[src/rtl/fetcher.sv]
// Per-warp instruction fetch stage with a one-entry PC reuse buffer.
// Reads one word over a valid/ready handshake and holds it for decode.
package fetcher_pkg;
   typedef enum logic [2:0] {
      WARP_IDLE,
      WARP_FETCH,
      WARP_DECODE,
      WARP_REQUEST,
      WARP_WAIT,
      WARP_EXECUTE,
      WARP_UPDATE,
      WARP_DONE
   } warp_state_t;

   typedef logic [31:0] instruction_t;

   typedef enum logic [1:0] {
      FETCHER_IDLE     = 2'd0,
      FETCHER_FETCHING = 2'd1,
      FETCHER_DONE     = 2'd2
   } fetcher_state_t;
endpackage

module fetcher
   import fetcher_pkg::*;
#(
   parameter int ADDR_WIDTH  = 8,
   parameter int INSTR_WIDTH = 32,
   parameter int REUSE_EN    = 1,
   parameter int CNT_WIDTH   = 16
) (
   input  logic                   clk,
   input  logic                   reset,
   input  warp_state_t            warp_state,
   input  logic [ADDR_WIDTH-1:0]  pc,
   input  logic                   invalidate,
   output logic                   imem_read_valid,
   output logic [ADDR_WIDTH-1:0]  imem_read_address,
   input  logic                   imem_read_ready,
   input  logic [INSTR_WIDTH-1:0] imem_read_data,
   output logic [1:0]             fetcher_state,
   output logic [INSTR_WIDTH-1:0] instruction,
   output logic [CNT_WIDTH-1:0]   stall_cycles
);

   if (INSTR_WIDTH != $bits(instruction_t)) begin : g_width_chk
      $error("INSTR_WIDTH must match instruction_t");
   end

   fetcher_state_t state, state_nxt;

   logic                  buf_valid;
   logic [ADDR_WIDTH-1:0] buf_pc;
   logic                  fetch_req;
   logic                  hit;
   logic                  start_miss;
   logic                  complete;
   logic                  in_fetch;

   assign fetch_req = (warp_state == WARP_FETCH);
   // A pending invalidate forces a miss even if the PC matches.
   assign hit = (REUSE_EN != 0) && buf_valid
             && (buf_pc == pc) && !invalidate;

   always_ff @(posedge clk) begin
      if (reset) begin
         state <= FETCHER_IDLE;
      end else begin
         state <= state_nxt;
      end
   end

   always_comb begin
      state_nxt = state;
      unique case (state)
         FETCHER_IDLE: begin
            if (fetch_req) begin
               state_nxt = hit ? FETCHER_DONE : FETCHER_FETCHING;
            end
         end
         FETCHER_FETCHING: begin
            if (imem_read_ready) begin
               state_nxt = FETCHER_DONE;
            end
         end
         FETCHER_DONE: begin
            if (!fetch_req) begin
               state_nxt = FETCHER_IDLE;
            end
         end
         default: state_nxt = FETCHER_IDLE;
      endcase
   end

   always_comb begin
      start_miss = 1'b0;
      complete   = 1'b0;
      in_fetch   = 1'b0;
      unique case (state)
         FETCHER_IDLE: begin
            start_miss = fetch_req && !hit;
         end
         FETCHER_FETCHING: begin
            in_fetch = 1'b1;
            complete = imem_read_ready;
         end
         default: begin
         end
      endcase
   end

   always_ff @(posedge clk) begin
      if (reset) begin
         imem_read_valid   <= 1'b0;
         imem_read_address <= '0;
         instruction       <= '0;
         stall_cycles      <= '0;
         buf_valid         <= 1'b0;
         buf_pc            <= '0;
      end else begin
         if (start_miss) begin
            imem_read_valid   <= 1'b1;
            imem_read_address <= pc;
         end
         if (complete) begin
            imem_read_valid <= 1'b0;
            instruction     <= imem_read_data;
            buf_pc          <= imem_read_address;
            buf_valid       <= 1'b1;
         end
         // Invalidate wins over a fill in the same cycle.
         if (invalidate) begin
            buf_valid <= 1'b0;
         end
         if (in_fetch && (stall_cycles != {CNT_WIDTH{1'b1}})) begin
            stall_cycles <= stall_cycles + 1'b1;
         end
      end
   end

   assign fetcher_state = state;

endmodule

[config.mk]
export PLATFORM = sky130hd
export DESIGN_NAME = fetcher
export DESIGN_NICKNAME = d
export VERILOG_FILES = /design/src/rtl/fetcher.sv
export SDC_FILE = /design/constraint.sdc
export NUM_CORES = 1
export LEC_CHECK = 0
export CAP_MARGIN = 10
export CORE_MARGIN = 8
export CORE_UTILIZATION = 45
export CTS_CLUSTER_SIZE = 20
export DETAILED_ROUTE_END_ITERATION = 7
export PLACE_DENSITY_LB_ADDON = 0.3
export SLEW_MARGIN = 20
export SYNTH_ARGS = -nofsm -noshare
export SYNTH_HDL_FRONTEND = slang
export SYNTH_SLANG_ARGS = --single-unit
[constraint.sdc]
create_clock -name clk -period 2.17 [get_ports clk]
set_clock_uncertainty 0.05 [all_clocks]
set_input_delay 0.434 -clock clk [delete_from_list [all_inputs] [get_ports clk]]
set_output_delay 0.434 -clock clk [all_outputs]
set_load 0.02 [all_outputs]
==> results of run 1 <==
[per-layer routing]
metal,share of wire,GRT usage,vias to the layer above
met1,0.43,0.228,1433
met2,0.49,0.300,101
li1,-,-,1524
met4,0.011,0.0676,0
met5,0,0,-
met3,0.065,0.0491,10
[cells in the final DEF (no fill, tap or decap), types with 4 or more instances in the layout]
cell type,n
nand2_1,91
clkdlybuf4s50_1,104
o31ai_1,6
mux2_2,5
dfxtp_1,68
inv_1,4
o21ai_0,9
or4_1,4
buf_4,14
a21oi_1,51
nand4_1,11
nor2b_1,16
nand3_1,15
nor4b_1,8
xnor2_1,8
a22oi_1,8
clkbuf_8,10
nor2_1,8
[worst register-to-register path, stage by stage, from the launching register on]
cell	delay, ps
dfxtp_1	490
nand4_4	130
or4_4	580
or4_1	490
a21oi_1	150
[cell type report]
type | count | area [um2] | area share
inverter | 4 | 15.0 | 0.00340
timing repair buffer | 121 | 1190 | 0.270
clock inverter | 6 | 87.6 | 0.0198
multi-input combinational | 274 | 1530 | 0.346
tap | 77 | 96.3 | 0.0218
clock buffer | 10 | 138 | 0.0312
sequential | 68 | 1360 | 0.308
[through the flow]
stage	TNS, ps	area (um2)
3_3_place_gp	-1060	4190
3_5_place_dp	-1840	4190
6_report	0	4420
4_1_cts	0	4420
2_1_floorplan	0	3000
5_1_grt	0	4420
[state kept, by name (all words and copies together) (netlist names)]
name and count:
fetcher_state 2, instruction 32, buf_pc 8, buf_valid 1, imem_read_address 8, stall_cycles 16
imem_read_valid 1
[worst paths after layout]
kind                                             end  cells past startpoint
worst min register to register        instruction[1]                      2
worst max-delay path            imem_read_address[5]                      6
worst min-delay path                stall_cycles[11]                      2
worst max register to register      stall_cycles[15]                      4
[power breakdown]
part           internal, mW  leakage (nW)  switching, mW
clock                 0.676         0.105          0.503
sequential             1.27         0.550         0.0163
combinational         0.154         0.841          0.131
total                  2.10          1.50          0.650
[logic make-up (layout without fill, tap and decap cells)]
| group | Yosys count | count (layout) | share of synthesized area |
|---|---|---|---|
| AO/OA/AOI/OAI | 84 | 84 | 0.163 |
| XOR/XNOR | 8 | 8 | 0.0234 |
| adder cells (fa/ha/maj) | 1 | 1 | 0.00417 |
| buffers and inverters | 29 | 141 | 0.0367 |
| flip-flops | 68 | 68 | 0.454 |
| multiplexers | 6 | 6 | 0.0221 |
| AND/OR/NAND/NOR | 175 | 175 | 0.297 |
==> summary.txt, run 1 <==
Status -> finished clean
Delay-heaviest family, CP -> simple AND/OR/NAND/NOR gates
Ys async rst share -> 0
Final WS setup -> 78.0 ps
Post-synth EDFFs -> 0
Critical Path Start -> warp_state[0]
Global-route wire length before repair -> 14.8 mm
Synth top area cells -> dfxtp_1, nand2_1, a21oi_1
Synth-to-Final Area Change -> 47.2%
Core area -> 0.00639 mm2
Peak supply drop -> 600 uV
Relative slew margins -> 0.630
Hold WS -> 355 ps
Residual DRC count -> 0
Worst setup path class -> in -> reg
Least-Margin Pin Slew -> 551 ps
# fillers -> 507
PostCTS Resize Cnt -> 0
Clock latency on the worst-skew pair -> 330 ps
Library cells used by synthesis -> 42
DIE HEIGHT -> 97.7 um
Pin count of the biggest net entering global routing -> 48
Largest stage delay, worst path -> 520 ps
Cts hold-fix bufs -> 0
IO Pins -> 106
Cells after synthesis -> 371
Post-Syn Area -> 0.00300 mm2
Vias per cell -> 5.48
Worst hold path type -> in -> reg
Worst Setup End Kind -> flop
Num CTS Buffers -> 9
Req. time, crit path -> 2400 ps
Hold path startpoint -> reset
RePlAce Congestion -> 0.846
Mean area per synthesized cell -> 8.09 um2
Share of cells above drive strength 1 -> 0.0911
First drt pass iteration count -> 4
Sequential share of the synthesized area -> 0.454
RSZ-0062 raised after global routing -> no
Initial Utilization -> 0.470
Root Driver -> clkbuf_8
Fmax -> 478 MHz
Final Critical Period -> 2090 ps
CP Max Fanout -> 9
Diodes inserted -> 0
Clock buffer depth -> 2
I/O Buffers -> 105
Max-cap violations -> 0
CTS clk-pin slew, worst paths -> 80 ps
Ys flop type -> dfxtp_1
Worst-path cell chain -> clkdlybuf4s50_1 -> or4b_1 -> buf_4 -> nor4b_1 -> o21ai_0 -> nand3_1
Global route overflow -> 0
Commonest cells in the netlist -> nand2_1, dfxtp_1, a21oi_1
Final WL -> 8.80 mm
TritonCTS clock tree -> yes
P_leak -> 1.50 nW
#FFs+latches synth -> 68
Non-Filler Instances -> 560
Initial drt markers -> 138
YS warnings -> 0
Crit start category -> input port
Pre-CTS setup slack -> -245 ps
Std-Cell Rows -> 29
Final worst path period share -> 0.964
Power Density -> 623 mW/mm2
Most numerous cell in the Yosys netlist -> nand2_1
Final setup violation count -> 0
# H-tree levels -> 3
Synth top area share -> 0.454
Routed len/inst -> 15.7 um
CTS Sinks -> 68
R2R Path Start -> stall_cycles[4]
Detail Route Antenna Nets -> 0
Placed insts -> 544
Reg2Reg Setup Slack -> 220 ps
Layout Nets -> 526
Synth area leader -> dfxtp_1
Die X -> 97.7 um
Vias -> 3068
Worst Path Buf+Inv -> 2
CP max-delay cell -> or4b_1
Final HPWL from detailed placement -> 6.31 mm
Final core occ -> 0.692
CP Data Arrival Time -> 2320 ps
GRT Total Usage -> 0.185
Final Total Pwr -> 2.75 mW
Initial antenna violation count -> 0
Final hold vios -> 0
Max Slew Vio Count -> 0
Vias in the first global route -> 2943
Post-CTS Setup Inserts -> 0
Mapped Nets -> 419
Die Footprint -> 0.00954 mm2
Note: power is estimated with default switching activity, not from simulation.
==> inputs of run 2 (changes only) <==
CORE_ASPECT_RATIO = 1.25   (was default)
CORE_UTILIZATION = 55   (was 45)
DONT_BUFFER_PORTS = 1   (was default)
clock period = 2.2 ns   (was 2.17 ns; I/O delays follow)
==> run 2 against run 1 <==
Combinational power fell by 67%. Register-to-register slack got worse by 110 ps. Count of clock-buffer cells in the layout did not move. Sequential share of layout area rose by 9.9 points. Flip-flop and latch count did not move. Hold slack got worse by 240 ps. Critical endpoint is now imem_read_address[0].
==> summary.txt, run 2 (synthesis gave the netlist of run 1 again) <==
Status -> finished clean
Detail Route Antenna Nets -> 0 (unchanged)
Std-Cell Rows -> 30 (+3.4%)
Vias per cell -> 6.09 (+11%)
CP Max Fanout -> 6 (-3)
Num CTS Buffers -> 9 (unchanged)
Post-CTS Setup Inserts -> 0 (unchanged)
Delay-heaviest family, CP -> simple AND/OR/NAND/NOR gates
Relative slew margins -> 0.599 (-0.0308)
# H-tree levels -> 3 (unchanged)
P_leak -> 1.13 nW (-24%)
Die Footprint -> 0.00809 mm2 (-15%)
Max-cap violations -> 0 (unchanged)
CTS Sinks -> 68 (unchanged)
Final setup violation count -> 0 (unchanged)
Residual DRC count -> 0 (unchanged)
Final hold vios -> 0 (unchanged)
Pin count of the biggest net entering global routing -> 82 (+71%)
Reg with most FFs -> instruction
Initial Utilization -> 0.559 (+0.0891)
Clock buffer depth -> 2 (unchanged)
Max FFs per register -> 32 (unchanged)
Root Driver -> clkbuf_8
PostCTS Resize Cnt -> 0 (unchanged)
CP max-delay cell -> or4b_1
Most frequent cells in the layout -> nand2_1, dfxtp_1, a21oi_1
Biggest regs -> instruction x32, stall_cycles x16
Global route overflow -> 0 (unchanged)
Layout Nets -> 427 (-19%)
Cts hold-fix bufs -> 0 (unchanged)
GRT Total Usage -> 0.198 (+0.0134)
Clock latency on the worst-skew pair -> 340 ps (about the same)
Share of cells above drive strength 1 -> 0.125 (+0.0339)
TritonCTS clock tree -> yes
Reg2Reg Depth -> 5 (+1)
Die X -> 82.1 um (-16%)
RSZ-0062 raised after global routing -> no
Vias in the first global route -> 2566 (-13%)
Crit start category -> flop
Synth-to-Final Area Change -> 11.4%
Core area -> 0.00537 mm2 (-16%)
Peak supply drop -> 610 uV (+1.6%)
First drt pass iteration count -> 7 (+3)
Final worst path period share -> 0.949
CTS clk-pin slew, worst paths -> 70 ps (about the same)
Req. time, crit path -> 2440 ps (+40 ps)
Fmax -> 479 MHz
Routed len/inst -> 17.8 um (+13%)
RePlAce Congestion -> 0.845 (-0.15%)
Final WL -> 7.98 mm (-9.4%)
Total Neg Setup Slack -> 0 ps (unchanged)
Most common cell after layout, fill and taps aside -> nand2_1
Worst-path cell chain -> or4b_1 -> buf_4 -> nor4b_1 -> o21ai_0 -> nand3_1
Worst setup path class -> reg -> reg
Least-Margin Pin Slew -> 596 ps (+45.7 ps)
Max Slew Vio Count -> 0 (unchanged)
Worst hold path type -> in -> reg
Power Density -> 716 mW/mm2 (+15%)
I/O Buffers -> 0 (-100%)
Diodes inserted -> 0 (unchanged)
Final Critical Period -> 2090 ps
CP Data Arrival Time -> 2320 ps (about the same)
Worst Path Buf+Inv -> 1 (-1)
Initial antenna violation count -> 1 (+1)
WHS Path Cells -> 1 (-1)
Vias -> 2728 (-11%)
Initial drt markers -> 206 (+49%)
DIE HEIGHT -> 98.6 um (+0.94%)
CP Depth -> 5 (-1)
Largest stage delay, worst path -> 690 ps (+170 ps)
Final Total Pwr -> 2.40 mW (-13%)
Global-route wire length before repair -> 12.7 mm (-14%)
Worst Setup End Kind -> flop
Final HPWL from detailed placement -> 5.73 mm (-9.1%)
IO Pins -> 106 (unchanged)
## run 2: cell types whose count changed in the layout (fill, tap and decap cells not counted), moves of 2 or more
cell / change
buf_12: -2
clkinv_4: +2
buf_4: +8
clkinvlp_4: -2
clkdlybuf4s50_1: -104
## run 2: cell type report
class / count / area, um2
multi-input cells: 274 / 1530
flip-flops and latches: 68 / 1360
well taps: 64 / 80.1
repair buffers: 22 / 165
fillers: 481 / 2020
clock buffers: 10 / 128
inverters: 4 / 15.0
clock inverters: 6 / 65.1
## run 2: worst paths after layout
| kind | startpoint | to | slack, ps |
|---|---|---|---|
| min | reset | buf_pc[4] | 110 |
| max | fetcher_state[0] | imem_read_address[0] | 110 |
| max reg2reg | fetcher_state[0] | imem_read_address[0] | 110 |
| min reg2reg | buf_pc[5] | buf_pc[5] | 420 |
## run 2: report_power, final
group	internal, mW	switching [mW]	leakage (nW)
Sequential	1.25	0.0463	0.550
Combinational	0.0403	0.0530	0.488
Clock	0.523	0.479	0.0962
## run 2: worst register-to-register path, stage by stage, from the launching register on
cell and delay [ps]:
dfxtp_1 390, or4b_1 690, buf_4 220, nor4b_1 380
o21ai_0 200, nand3_1 100
## run 2: per-stage QoR
stage / util / instances / setup slack (ps) / area (um2) / hold slack (ps)
floorplan: - / 371 / 202 / 3000 / 399
global placement: 0.587 / 432 / 294 / 3150 / 401
detailed placement: 0.587 / 432 / 141 / 3150 / 407
CTS: 0.623 / 448 / 135 / 3340 / 96.5
global route: 0.623 / 448 / 16.9 / 3340 / 104
finish: 0.623 / 448 / 113 / 3340 / 113
## run 2: metal layers
layer,track usage,routed length (um),vias up
li1,-,-,1322
met1,0.219,2930,1266
met2,0.318,4000,119
met3,0.0838,882,19
met4,0.0854,143,2
met5,0,14,-
==> inputs of run 3 (changes only) <==
CORE_UTILIZATION = 45   (was 55)
REMOVE_ABC_BUFFERS = 1   (was default)
==> run 3 against run 2 <==
Via count fell by 3.4%. Final cell count rose by 4.5%. Sequential power barely moved. Non-clock buffer count fell by 3. Power rose by 7.2%. Setup slack improved by 79 ps. First-iteration DRC count fell by 38%. Sequential share of layout area fell by 0.73 points. Hold slack improved by 8.1 ps. Critical path depth fell by 1. Combinational power barely moved. Flip-flop and latch count did not move. Critical path type unchanged. Highest routed layer is now met4.
==> summary.txt, run 3 (synthesis gave the netlist of run 1 again) <==
Vias in the first global route -> 2507 (-2.3%)
TritonCTS clock tree -> yes
IO Pins -> 106 (unchanged)
Final Critical Period -> 2010 ps (-79.2 ps)
Final WL -> 7.84 mm (-1.8%)
Die Footprint -> 0.00955 mm2 (+18%)
Routed len/inst -> 16.7 um (-6.0%)
Met3 wire len -> 798 um (-9.5%)
CTS Sinks -> 68 (unchanged)
Relative slew margins -> 0.638 (+0.0393)
Max-cap violations -> 0 (unchanged)
Root Driver -> clkbuf_8
Final setup violation count -> 0 (unchanged)
Global-route wire length before repair -> 12.2 mm (-4.6%)
Reg2Reg Depth -> 4 (-1)
CP Data Arrival Time -> 2230 ps (-90 ps)
Final HPWL from detailed placement -> 5.40 mm (-5.9%)
CTS clk-pin slew, worst paths -> 80 ps (about the same)
Most frequent cells in the layout -> nand2_1, dfxtp_1, a21oi_1
Pin count of the biggest net entering global routing -> 82 (unchanged)
WHS Path Cells -> 1 (unchanged)
Biggest regs -> instruction x32, stall_cycles x16
PostCTS Resize Cnt -> 0 (unchanged)
Sequential Power Share -> 0.505 (-0.038)
Num CTS Buffers -> 9 (unchanged)
Clk pwr share -> 0.458 (+0.040)
Peak supply drop -> 350 uV (-43%)
Initial Utilization -> 0.460 (-0.0991)
Routed wl met2 -> 3.90 mm (-2.6%)
Clock buffer depth -> 2 (unchanged)
Cts hold-fix bufs -> 0 (unchanged)
R2R Path Start -> stall_cycles[9]
RSZ-0062 raised after global routing -> no
Final hold vios -> 0 (unchanged)
Reg2Reg Setup Slack -> 190 ps (+80 ps)
First drt pass iteration count -> 4 (-3)
Max Slew Vio Count -> 0 (unchanged)
Worst setup path class -> reg -> reg
Std-Cell Rows -> 33 (+10%)
DIE HEIGHT -> 107 um (+8.8%)
Req. time, crit path -> 2420 ps (-20 ps)
Sw Share -> 0.223 (-0.0181)
Status -> finished clean
Detail Route Antenna Nets -> 0 (unchanged)
Vias -> 2636 (-3.4%)
Clock latency on the worst-skew pair -> 330 ps (about the same)
Vias per cell -> 5.63 (-7.5%)
Final instance area -> 0.00340 mm2 (+1.8%)
Least-Margin Pin Slew -> 543 ps (-53.4 ps)
NetSw -> 573 uW (-0.81%)
Initial antenna violation count -> 0 (-1)
Most common cell after layout, fill and taps aside -> nand2_1
Reg with most FFs -> instruction
Crit start category -> flop
Final core occ -> 0.522 (-0.101)
Comb power frac -> 0.036 (-0.003)
Max FFs per register -> 32 (unchanged)
Synth-to-Final Area Change -> 13.5%
Diodes inserted -> 0 (unchanged)
DP Area -> 0.00317 mm2 (+0.60%)
GRT Total Usage -> 0.161 (-0.0368)
Share of cells above drive strength 1 -> 0.121 (-0.00427)
I/O Buffers -> 0 (unchanged)
Hold path endpoint -> buf_valid
Layout Nets -> 424 (-0.70%)
Metal1 wirelength -> 2.99 mm (+2.0%)
Die X -> 89.0 um (+8.5%)
Total Neg Setup Slack -> 0 ps (unchanged)
# H-tree levels -> 3 (unchanged)
Top sig layer -> met4
Power Density -> 754 mW/mm2 (+5.3%)
Worst hold path type -> in -> reg
P_int -> 2.00 mW (+9.8%)
Hold path startpoint -> invalidate
R2R Path End -> stall_cycles[15]
Global route overflow -> 0 (unchanged)
P_leak -> 1.14 nW (+0.40%)
Initial drt markers -> 127 (-38%)
Fmax -> 498 MHz (+3.9%)
RePlAce Congestion -> 0.811 (-4.0%)
Final worst path period share -> 0.913 (-0.0360)
Residual DRC count -> 0 (unchanged)
Post-CTS Setup Inserts -> 0 (unchanged)
CP Max Fanout -> 6 (unchanged)
Worst Setup End Kind -> flop
Core area -> 0.00652 mm2 (+22%)
run 3: power groups by stage:
stage	registers (mW)	clock network, mW	logic (mW)
floorplan	1.32	0	0.0667
global placement	1.33	0	0.0908
detailed placement	1.33	0	0.0929
CTS	1.30	1.21	0.0931
global route	1.30	1.25	0.106
finish	1.30	1.18	0.0930
run 3: how the worst max path moves through the flow:
stage	startpoint	end	slack, ps	depth (start not counted)
floorplan	fetcher_state[0]	fetcher_state[1]	170	4
global placement	warp_state[1]	fetcher_state[0]	250	4
detailed placement	stall_cycles[9]	stall_cycles[15]	190	4
CTS	stall_cycles[9]	stall_cycles[15]	180	4
global route	fetcher_state[0]	imem_read_valid	120	4
finish	stall_cycles[9]	stall_cycles[15]	190	4
run 3: cell type report:
cell class / instances / area (um2)
repair buffers: 19 / 155
flip-flops and latches: 68 / 1360
clock buffers: 11 / 151
clock inverters: 5 / 83.8
inverters: 4 / 15.0
multi-input cells: 274 / 1530
well taps: 87 / 109
fillers: 627 / 3120
run 3: layer usage:
layer | track usage | up-vias
li1 | - | 1316
met1 | 0.179 | 1210
met2 | 0.267 | 96
met3 | 0.0512 | 14
met4 | 0.0822 | 0
met5 | 0 | -
run 3: metrics by stage:
stage | cells | power [mW] | hold WS (ps) | setup WS [ps]
floorplan | 346 | 1.39 | 393 | 168
global placement | 452 | 1.42 | 402 | 253
detailed placement | 452 | 1.42 | 407 | 193
CTS | 468 | 2.61 | 92.8 | 183
global route | 468 | 2.66 | 102 | 118
finish | 468 | 2.57 | 121 | 192
run 3: critical path, cell delays in order, from the launching register on:
cell	delay [ps]
dfxtp_1	490
nand2_1	200
or4_4	560
or4_1	490
a21oi_1	150
